[config.mk]
export PLATFORM = sky130hd
export DESIGN_NAME = tc_pl_cap_dac_spi
export DESIGN_NICKNAME = d
export VERILOG_FILES = /design/src/rtl/tc_pl_cap_dac_spi.sv
export SDC_FILE = /design/constraint.sdc
export NUM_CORES = 1
export LEC_CHECK = 0
export ABC_AREA = 1
export CAP_MARGIN = 20
export CORE_ASPECT_RATIO = 0.7
export CORE_MARGIN = 2
export CORE_UTILIZATION = 55
export CTS_CLUSTER_SIZE = 28
export DETAILED_ROUTE_END_ITERATION = 6
export PLACE_DENSITY = 0.86
export REMOVE_ABC_BUFFERS = 1
export SYNTH_ARGS = -nofsm -noshare
export SYNTH_HDL_FRONTEND = slang
export SYNTH_SLANG_ARGS = --single-unit
[constraint.sdc]
create_clock -name clk125 -period 2.89 [get_ports clk125]
set_input_delay 0.578 -clock clk125 [delete_from_list [all_inputs] [get_ports clk125]]
set_output_delay 0.578 -clock clk125 [all_outputs]
set_load 0.03 [all_outputs]
[src/rtl/tc_pl_cap_dac_spi.sv]
`default_nettype none
//==============================================================================
// Module   : tc_pl_cap_dac_spi
// Brief    : Serial driver for the capture-path dual offset DAC (DAC0).
//            Latches one pair of channel codes and saturates each code to the
//            DAC range. Sends two mode-0 SPI frames {CMD, payload}, MSB first:
//            channel A, then a CSN-high gap, then channel B. Pulses done when
//            the transfer completes.
// Revision : 1.0 - initial release
//==============================================================================
module tc_pl_cap_dac_spi #(
    parameter int unsigned CODE_W  = 32,
    parameter int unsigned DAC_W   = 16,
    parameter int unsigned SCK_DIV = 4,
    parameter int unsigned CS_GAP  = 8,
    parameter logic [7:0]  CMD_A   = 8'h18,
    parameter logic [7:0]  CMD_B   = 8'h19
) (
    input  logic              clk125,
    input  logic              rst,
    input  logic              start,
    input  logic [CODE_W-1:0] code_a,
    input  logic [CODE_W-1:0] code_b,
    output logic              busy,
    output logic              done,
    output logic              ovr,
    output logic              DAC0_SCK,
    output logic              DAC0_CSN,
    output logic              DAC0_SDI
);

    localparam int unsigned FRAME_W = 8 + DAC_W;
    localparam int unsigned PH_W    = (SCK_DIV > 1) ? $clog2(SCK_DIV) : 1;
    localparam int unsigned BIT_W   = $clog2(FRAME_W);
    localparam int unsigned GAP_W   = (CS_GAP > 1) ? $clog2(CS_GAP) : 1;

    localparam logic [PH_W-1:0]  c_ph_last  = PH_W'(SCK_DIV - 1);
    localparam logic [PH_W-1:0]  c_ph_one   = PH_W'(1);
    localparam logic [BIT_W-1:0] c_bit_last = BIT_W'(FRAME_W - 1);
    localparam logic [BIT_W-1:0] c_bit_one  = BIT_W'(1);
    localparam logic [GAP_W-1:0] c_gap_last = GAP_W'(CS_GAP - 1);
    localparam logic [GAP_W-1:0] c_gap_one  = GAP_W'(1);
    localparam logic [DAC_W-1:0] c_pay_max  = '1;

    typedef enum logic [1:0] {
        ST_IDLE    = 2'd0,
        ST_FRAME_A = 2'd1,
        ST_GAP     = 2'd2,
        ST_FRAME_B = 2'd3
    } state_t;

    state_t               state_q, state_d;
    logic [PH_W-1:0]      ph_q, ph_d;        // cycles spent in current SCK phase
    logic [BIT_W-1:0]     bit_q, bit_d;      // index of bit on the wire (0 = MSB)
    logic [GAP_W-1:0]     gap_q, gap_d;      // cycles spent with CSN high between frames
    logic [FRAME_W-2:0]   shreg_q, shreg_d;  // bits still to be sent after the current one
    logic [DAC_W-1:0]     pay_b_q, pay_b_d;  // channel B payload held through frame A
    logic                 sck_q, sck_d;
    logic                 csn_q, csn_d;
    logic                 sdi_q, sdi_d;
    logic                 busy_q, busy_d;
    logic                 done_q, done_d;
    logic                 ovr_q, ovr_d;

    logic [DAC_W-1:0]     w_pay_a;
    logic [DAC_W-1:0]     w_pay_b;
    logic                 w_sat_a;
    logic                 w_sat_b;
    logic [FRAME_W-1:0]   w_frame_a;
    logic [FRAME_W-1:0]   w_frame_b;

    // Clamp codes above the DAC full scale; narrower codes can never saturate.
    generate
        if (CODE_W > DAC_W) begin : g_sat
            assign w_sat_a = |code_a[CODE_W-1:DAC_W];
            assign w_sat_b = |code_b[CODE_W-1:DAC_W];
            assign w_pay_a = w_sat_a ? c_pay_max : code_a[DAC_W-1:0];
            assign w_pay_b = w_sat_b ? c_pay_max : code_b[DAC_W-1:0];
        end else begin : g_nosat
            assign w_sat_a = 1'b0;
            assign w_sat_b = 1'b0;
            assign w_pay_a = DAC_W'(code_a);
            assign w_pay_b = DAC_W'(code_b);
        end
    endgenerate

    // Frame A is built from the live inputs at acceptance; frame B from the held payload.
    assign w_frame_a = {CMD_A, w_pay_a};
    assign w_frame_b = {CMD_B, pay_b_q};

    // Next-state and registered-output logic for the transfer sequencer.
    always_comb begin
        state_d = state_q;
        ph_d    = ph_q;
        bit_d   = bit_q;
        gap_d   = gap_q;
        shreg_d = shreg_q;
        pay_b_d = pay_b_q;
        sck_d   = sck_q;
        csn_d   = csn_q;
        sdi_d   = sdi_q;
        busy_d  = busy_q;
        done_d  = 1'b0;
        ovr_d   = ovr_q;

        case (state_q)
            ST_IDLE: begin
                if (start) begin
                    state_d = ST_FRAME_A;
                    pay_b_d = w_pay_b;
                    ovr_d   = w_sat_a | w_sat_b;
                    sdi_d   = w_frame_a[FRAME_W-1];
                    shreg_d = w_frame_a[FRAME_W-2:0];
                    csn_d   = 1'b0;
                    sck_d   = 1'b0;
                    busy_d  = 1'b1;
                    ph_d    = '0;
                    bit_d   = '0;
                end
            end

            ST_FRAME_A, ST_FRAME_B: begin
                if (ph_q != c_ph_last) begin
                    ph_d = ph_q + c_ph_one;
                end else begin
                    ph_d = '0;
                    if (!sck_q) begin
                        // End of low phase: DAC samples on this rise.
                        sck_d = 1'b1;
                    end else if (bit_q != c_bit_last) begin
                        // End of high phase: fall and present the next bit.
                        sck_d   = 1'b0;
                        bit_d   = bit_q + c_bit_one;
                        sdi_d   = shreg_q[FRAME_W-2];
                        shreg_d = {shreg_q[FRAME_W-3:0], 1'b0};
                    end else begin
                        // Last high phase finished: deselect on the same edge SCK drops.
                        sck_d = 1'b0;
                        csn_d = 1'b1;
                        sdi_d = 1'b0;
                        if (state_q == ST_FRAME_A) begin
                            state_d = ST_GAP;
                            gap_d   = '0;
                        end else begin
                            state_d = ST_IDLE;
                            busy_d  = 1'b0;
                            done_d  = 1'b1;
                        end
                    end
                end
            end

            ST_GAP: begin
                if (gap_q != c_gap_last) begin
                    gap_d = gap_q + c_gap_one;
                end else begin
                    state_d = ST_FRAME_B;
                    sdi_d   = w_frame_b[FRAME_W-1];
                    shreg_d = w_frame_b[FRAME_W-2:0];
                    csn_d   = 1'b0;
                    sck_d   = 1'b0;
                    ph_d    = '0;
                    bit_d   = '0;
                end
            end

            default: begin
                state_d = ST_IDLE;
            end
        endcase
    end

    // State and output registers; reset abandons any frame in flight.
    always_ff @(posedge clk125 or negedge rst) begin
        if (!rst) begin
            state_q <= ST_IDLE;
            ph_q    <= '0;
            bit_q   <= '0;
            gap_q   <= '0;
            shreg_q <= '0;
            pay_b_q <= '0;
            sck_q   <= 1'b0;
            csn_q   <= 1'b1;
            sdi_q   <= 1'b0;
            busy_q  <= 1'b0;
            done_q  <= 1'b0;
            ovr_q   <= 1'b0;
        end else begin
            state_q <= state_d;
            ph_q    <= ph_d;
            bit_q   <= bit_d;
            gap_q   <= gap_d;
            shreg_q <= shreg_d;
            pay_b_q <= pay_b_d;
            sck_q   <= sck_d;
            csn_q   <= csn_d;
            sdi_q   <= sdi_d;
            busy_q  <= busy_d;
            done_q  <= done_d;
            ovr_q   <= ovr_d;
        end
    end

    assign busy     = busy_q;
    assign done     = done_q;
    assign ovr      = ovr_q;
    assign DAC0_SCK = sck_q;
    assign DAC0_CSN = csn_q;
    assign DAC0_SDI = sdi_q;

endmodule
`default_nettype wire
After elaboration in Yosys (flattened, before gate mapping)
Index checks and enable logic that the tools add are counted.

word-level totals
  register bits after elaboration = 57
  input port bits = 67
  output and inout bits = 6
  word-level logic and storage cells = 100

operators by class
  $add $sub $neg = 3
  equal/unequal tests = 15
  mux-type cells = 55
  bitwise operators = 1
  reduce and logical (&&, ||, !) cells = 14

operator list
  operator                                                       count
  23-bit two-way mux                                             5
  23-bit case mux with 3 select lines                            1
  16-bit two-way mux                                             2
  16-bit OR reduction                                            2
  5-bit two-way mux                                              5
  1-bit two-way mux                                              20
  2-bit != test, second input constant                           10
  2-bit two-way mux                                              9
  3-bit two-way mux                                              5
  5-bit case mux with 3 select lines                             1
  2-bit case mux with 3 select lines                             2
  6-bit AND reduction                                            2
  5-bit AND reduction                                            2
  1-bit case mux with 3 select lines                             3
  3-bit case mux with 2 select lines                             1
  5-bit by 1-bit adder with 5-bit output, second input constant  1
  5-bit != test, second input constant                           1
  2-bit == test, second input constant                           2
  2-bit AND reduction                                            2
  4-bit AND reduction                                            1
  2-bit nonzero test                                             2
  3-bit by 1-bit adder with 3-bit output, second input constant  1
  3-bit != test, second input constant                           1
  3-bit AND reduction                                            1
  other kinds (6)                                                6

Depth between registers and ports, before layout
  depth after elaboration = 6
  depth in mapped cells = 11
  mapped depth without buffers = 10

Least setup slack after synthesis
No wires, ideal clock.

  kind = flip-flop to flip-flop
  start point = reg state_q[0]
  end point = reg shreg_q[10]
  setup time = 0.120 ns
  arrival time = 1.552 ns
  data required time = 2.770 ns
  setup slack = 1.218 ns
  stages on the path, launching flop included = 10
  path buffers = 1
  clock period less this slack = 1.672 ns
  cells stage by stage = dfrtp_1 inv_1 ha_1 nand2_1 nand2_2 nor2_4 nand2_4 buf_6 nor2_1 a21oi_2

on the way
  word-level cells in the longest chain between the ends = 4
  elaborated cells between the ends (all ways) = 12
  classes of those cells = eq/ne: 8; mux: 1; reduce/logical: 3

RTL lines
  what                                                                       line  source
  start, declared                                                            52    state_t state_q, state_d;
  start signal, assigned                                                     189   state_q <= state_d;
  2-bit by 1-bit == test with 1-bit output or 2-bit == test (tied branches)  106   case (state_q)
  2-bit OR reduction                                                         106
  2-bit != test (no line)                                                    -
  5-bit AND reduction (no line)                                              -
  end signal, assigned                                                       193   shreg_q <= shreg_d;
  end, declared                                                              56    logic [FRAME_W-2:0] shreg_q, shreg_d;

Several ways; a longest one is shown, not always the timed one.
A chain may end at the register's enable or synchronous reset.

Final worst setup path
  start point = reg state_q[0]
  end point = reg shreg_q[3]

Same word-level chain as after synthesis.

==> key figures <==
Setup path
  • WP data required: between 3000 and 4000 ps
  • Crit start category: flop
  • WS Path Type: reg2reg
  • Critical Path Fanout Max: 25
  • WP buf/inv: 2
  • Setup slack, reg-to-reg: 730 ps
  • Largest delay contributor family on the critical path: simple AND/OR/NAND/NOR gates
  • CP Cell Sequence: inv_1 -> ha_1 -> nand2_1 -> nand2_2 -> nor2_4 -> nand2_4 -> inv_6 -> nor2_1 -> a21oi_1
  • Worst path max stage delay: 510 ps
  • CP max-delay cell: dfrtp_1
  • Reg2reg path depth: 9
  • Worst reg2reg path endpoint: shreg_q[3]
  • Reg-to-reg startpoint: state_q[0]
  • Endpoint class of the critical path: flop
  • Worst EP arrival: between 2000 and 2500 ps

Pwr
  • Max rail drop VDD: 243 uV
  • Seq pwr share: 47.2%
  • Power Dens Cells: 400 mW/mm2
  • Total chip power: about 1700 uW
  • Leakage: roughly 0.0021 uW
  • Pint: roughly 1300 uW
  • Share of total power in combinational logic: just under 7%
  • Switch Pwr: between 300 and 400 uW
  • Clock power share: 46.0%
  • Net Sw Frac: around a fifth

Yosys
  • Cell area after synthesis: 0.00328 mm2
  • Sequential cell area fraction in the yosys report: between 40 and 50%
  • Synth unique cells: 33
  • Synthesis-stage register bit count: 57
  • Mean Syn Cell Area: 7.73 um2
  • Yosys warnings: 0
  • Share of flip-flops with an asynchronous set or reset: 100%
  • Syn Inst Count: 424
  • EDFF count, synth: 0
  • Primary FF master, synth: dfrtp_1

Timing
  • Max_slew headroom: between 30% and 40%
  • Final Critical Period: around 2200 ps
  • Final Slew Violations: 0
  • Final setup violation count: 0
  • Final Hold Viols: 0
  • Final clock period utilization by the worst path: 74.9%
  • Achievable Freq: ~0.46 GHz
  • Fin Hold WS: roughly 380 ps
  • Setup_tns: 0 ps
  • RSZ-0062 raised after global routing: false
  • Actual slew at the worst max-slew pin: roughly 930 ps
  • Final Skew: 7.08 ps

Detailed routing
  • DR WL/cell: ~13 um
  • Final WL: just under 8000 um
  • Via count: approximately 3k
  • DR pass1 iterations: 4
  • Remaining antenna violation count: 0
  • Vias/cell: between 5 and 6
  • Drt drc: 0
  • Detailed Route Iter0 Violations: 202

Clock network
  • Maximum clock path buffer count: 2
  • Clk root buf: clkbuf_8
  • CTS clk-pin slew, worst paths: ~60 ps
  • CTS sink count: 57
  • CTS Hold Bufs: 0
  • TritonCTS buffer count: 9
  • CTS tree: done
  • # H-tree levels: 3
  • Worst-Skew Late Latency: 340 ps
  • Post-CTS Setup Bufs: 0
  • CTS resizes: 0

Cells and area
  • Share of layout cells above drive strength 1: 14.7%
  • Most frequent cells in the layout: nand2_1 (102), clkdlybuf4s50_1 (71), dfrtp_1 (56)
  • Most common cell after layout, fill and taps aside: nand2_1
  • Area growth syn-to-layout: 28.9%
  • Number of nets in the layout: between 500 and 600
  • Ant diodes: 0
  • Final Non-Filler Cells: just under 600

Floorplanning
  • Std-Cell Rows: 23
  • Die Ht: approximately 70 um
  • Die footprint: about 0.0066 mm2
  • Initial Util: 57.2%
  • Die X: slightly below 100 um
  • Ports: 73
  • Core area: 0.00573 mm2

Global route
  • Initial antenna violation count: 0
  • Global route total overflow: 0
  • GRT Util Overall: roughly a quarter
  • Global-route wire length before repair: 13100 um
  • Vias in the first global route: around 2.9k
  • Largest net degree at the start of global routing: between 40 and 50

Placement
  • GPL Wtd Cong: around 0.79
  • Dpl cells: between 500 and 600
  • Buffers on Ports: 72
  • Final HPWL DP: between 5000 and 6000 um

Run
  • Max-capacitance violation count: 0

Run status
  • Status: complete, no violations

Hold path
  • HP Class: in2async
==> cells in the mapped netlist (2+ instances only) <==
library cell	number	area [um2]
nor2_1	47	176
buf_6	4	45.0
a21oi_1	26	130
or2_2	16	100
nor2_2	16	100
buf_2	4	20.0
clkbuf_1	5	18.8
o21ai_1	9	45.0
buf_4	3	22.5
nand3_1	20	100
nor3_1	2	10.0
a21oi_2	12	105
ha_1	10	125
inv_1	51	191
o21ai_0	9	45.0
xor2_1	2	17.5
nand2_1	102	383
o22ai_1	16	100
dfrtp_1	56	1400
==> final cells by class <==
class	instances	area, um2
Clock inverter	2	35.0
Tap cell	75	93.8
Fill cell	416	1500
Multi-Input combinational cell	296	1520
Inverter	53	204
Timing Repair Buffer	80	776
Sequential cell	57	1430
Clock buffer	14	173
==> power groups by stage <==
stage,Sequential (uW),Combinational (uW),Clock (uW)
3_5_place_dp,813,117,0
3_3_place_gp,813,116,0
5_1_grt,798,129,819
4_1_cts,798,118,784
6_report,798,116,778
2_1_floorplan,813,11.2,0
==> layer usage <==
| layer | part of all wire (%) | track usage (%) | vias to the layer above | wire length [um] |
|---|---|---|---|---|
| met2 | 48 | 42.3 | 102 | 3690 |
| met5 | 0 | 0 | - | 0 |
| met4 | 2.0 | 12.1 | 0 | 156 |
| li1 | - | - | 1488 | - |
| met3 | 6.4 | 7.28 | 17 | 494 |
| met1 | 44 | 33.5 | 1381 | 3400 |
==> how the worst max path moves through the flow <==
stage	start	endpoint	slack [ps]	depth (start not counted)
after floorplan	state_q[0]	shreg_q[0]	840	9
after CTS	DAC0_CSN	DAC0_CSN	730	1
after global placement	start	bit_q[2]	710	9
after detailed placement	start	bit_q[2]	620	9
final	state_q[0]	shreg_q[3]	730	9
after global routing	state_q[0]	shreg_q[3]	560	9
==> cell families after synthesis <==
kind of cell    synth area share [%]
simple gates                    27.9
compound gates                  13.7
fa+ha+maj                       3.82
mux                            0.305
buf+inv                         10.2
xor+xnor                       0.534
flops                           43.5
==> through the flow <==
stage / util (%) / instance area, um2 / worst slack (ps)
6_report: 73.8 / 4230 / 725
5_1_grt: 73.8 / 4230 / 556
4_1_cts: 73.8 / 4230 / 731
3_5_place_dp: 70.2 / 4020 / 620
3_3_place_gp: 70.2 / 4020 / 712
2_1_floorplan: - / 3150 / 837
==> registers in the layout, summed over array words and instances (netlist names) <==
name / flops
busy: 1
ovr: 1
pay_b_q: 16
DAC0_SDI: 1
gap_q: 3
shreg_q: 23
state_q: 2
DAC0_SCK: 1
done: 1
bit_q: 5
DAC0_CSN: 1
ph_q: 2
Power figures use the tool's default switching activity.
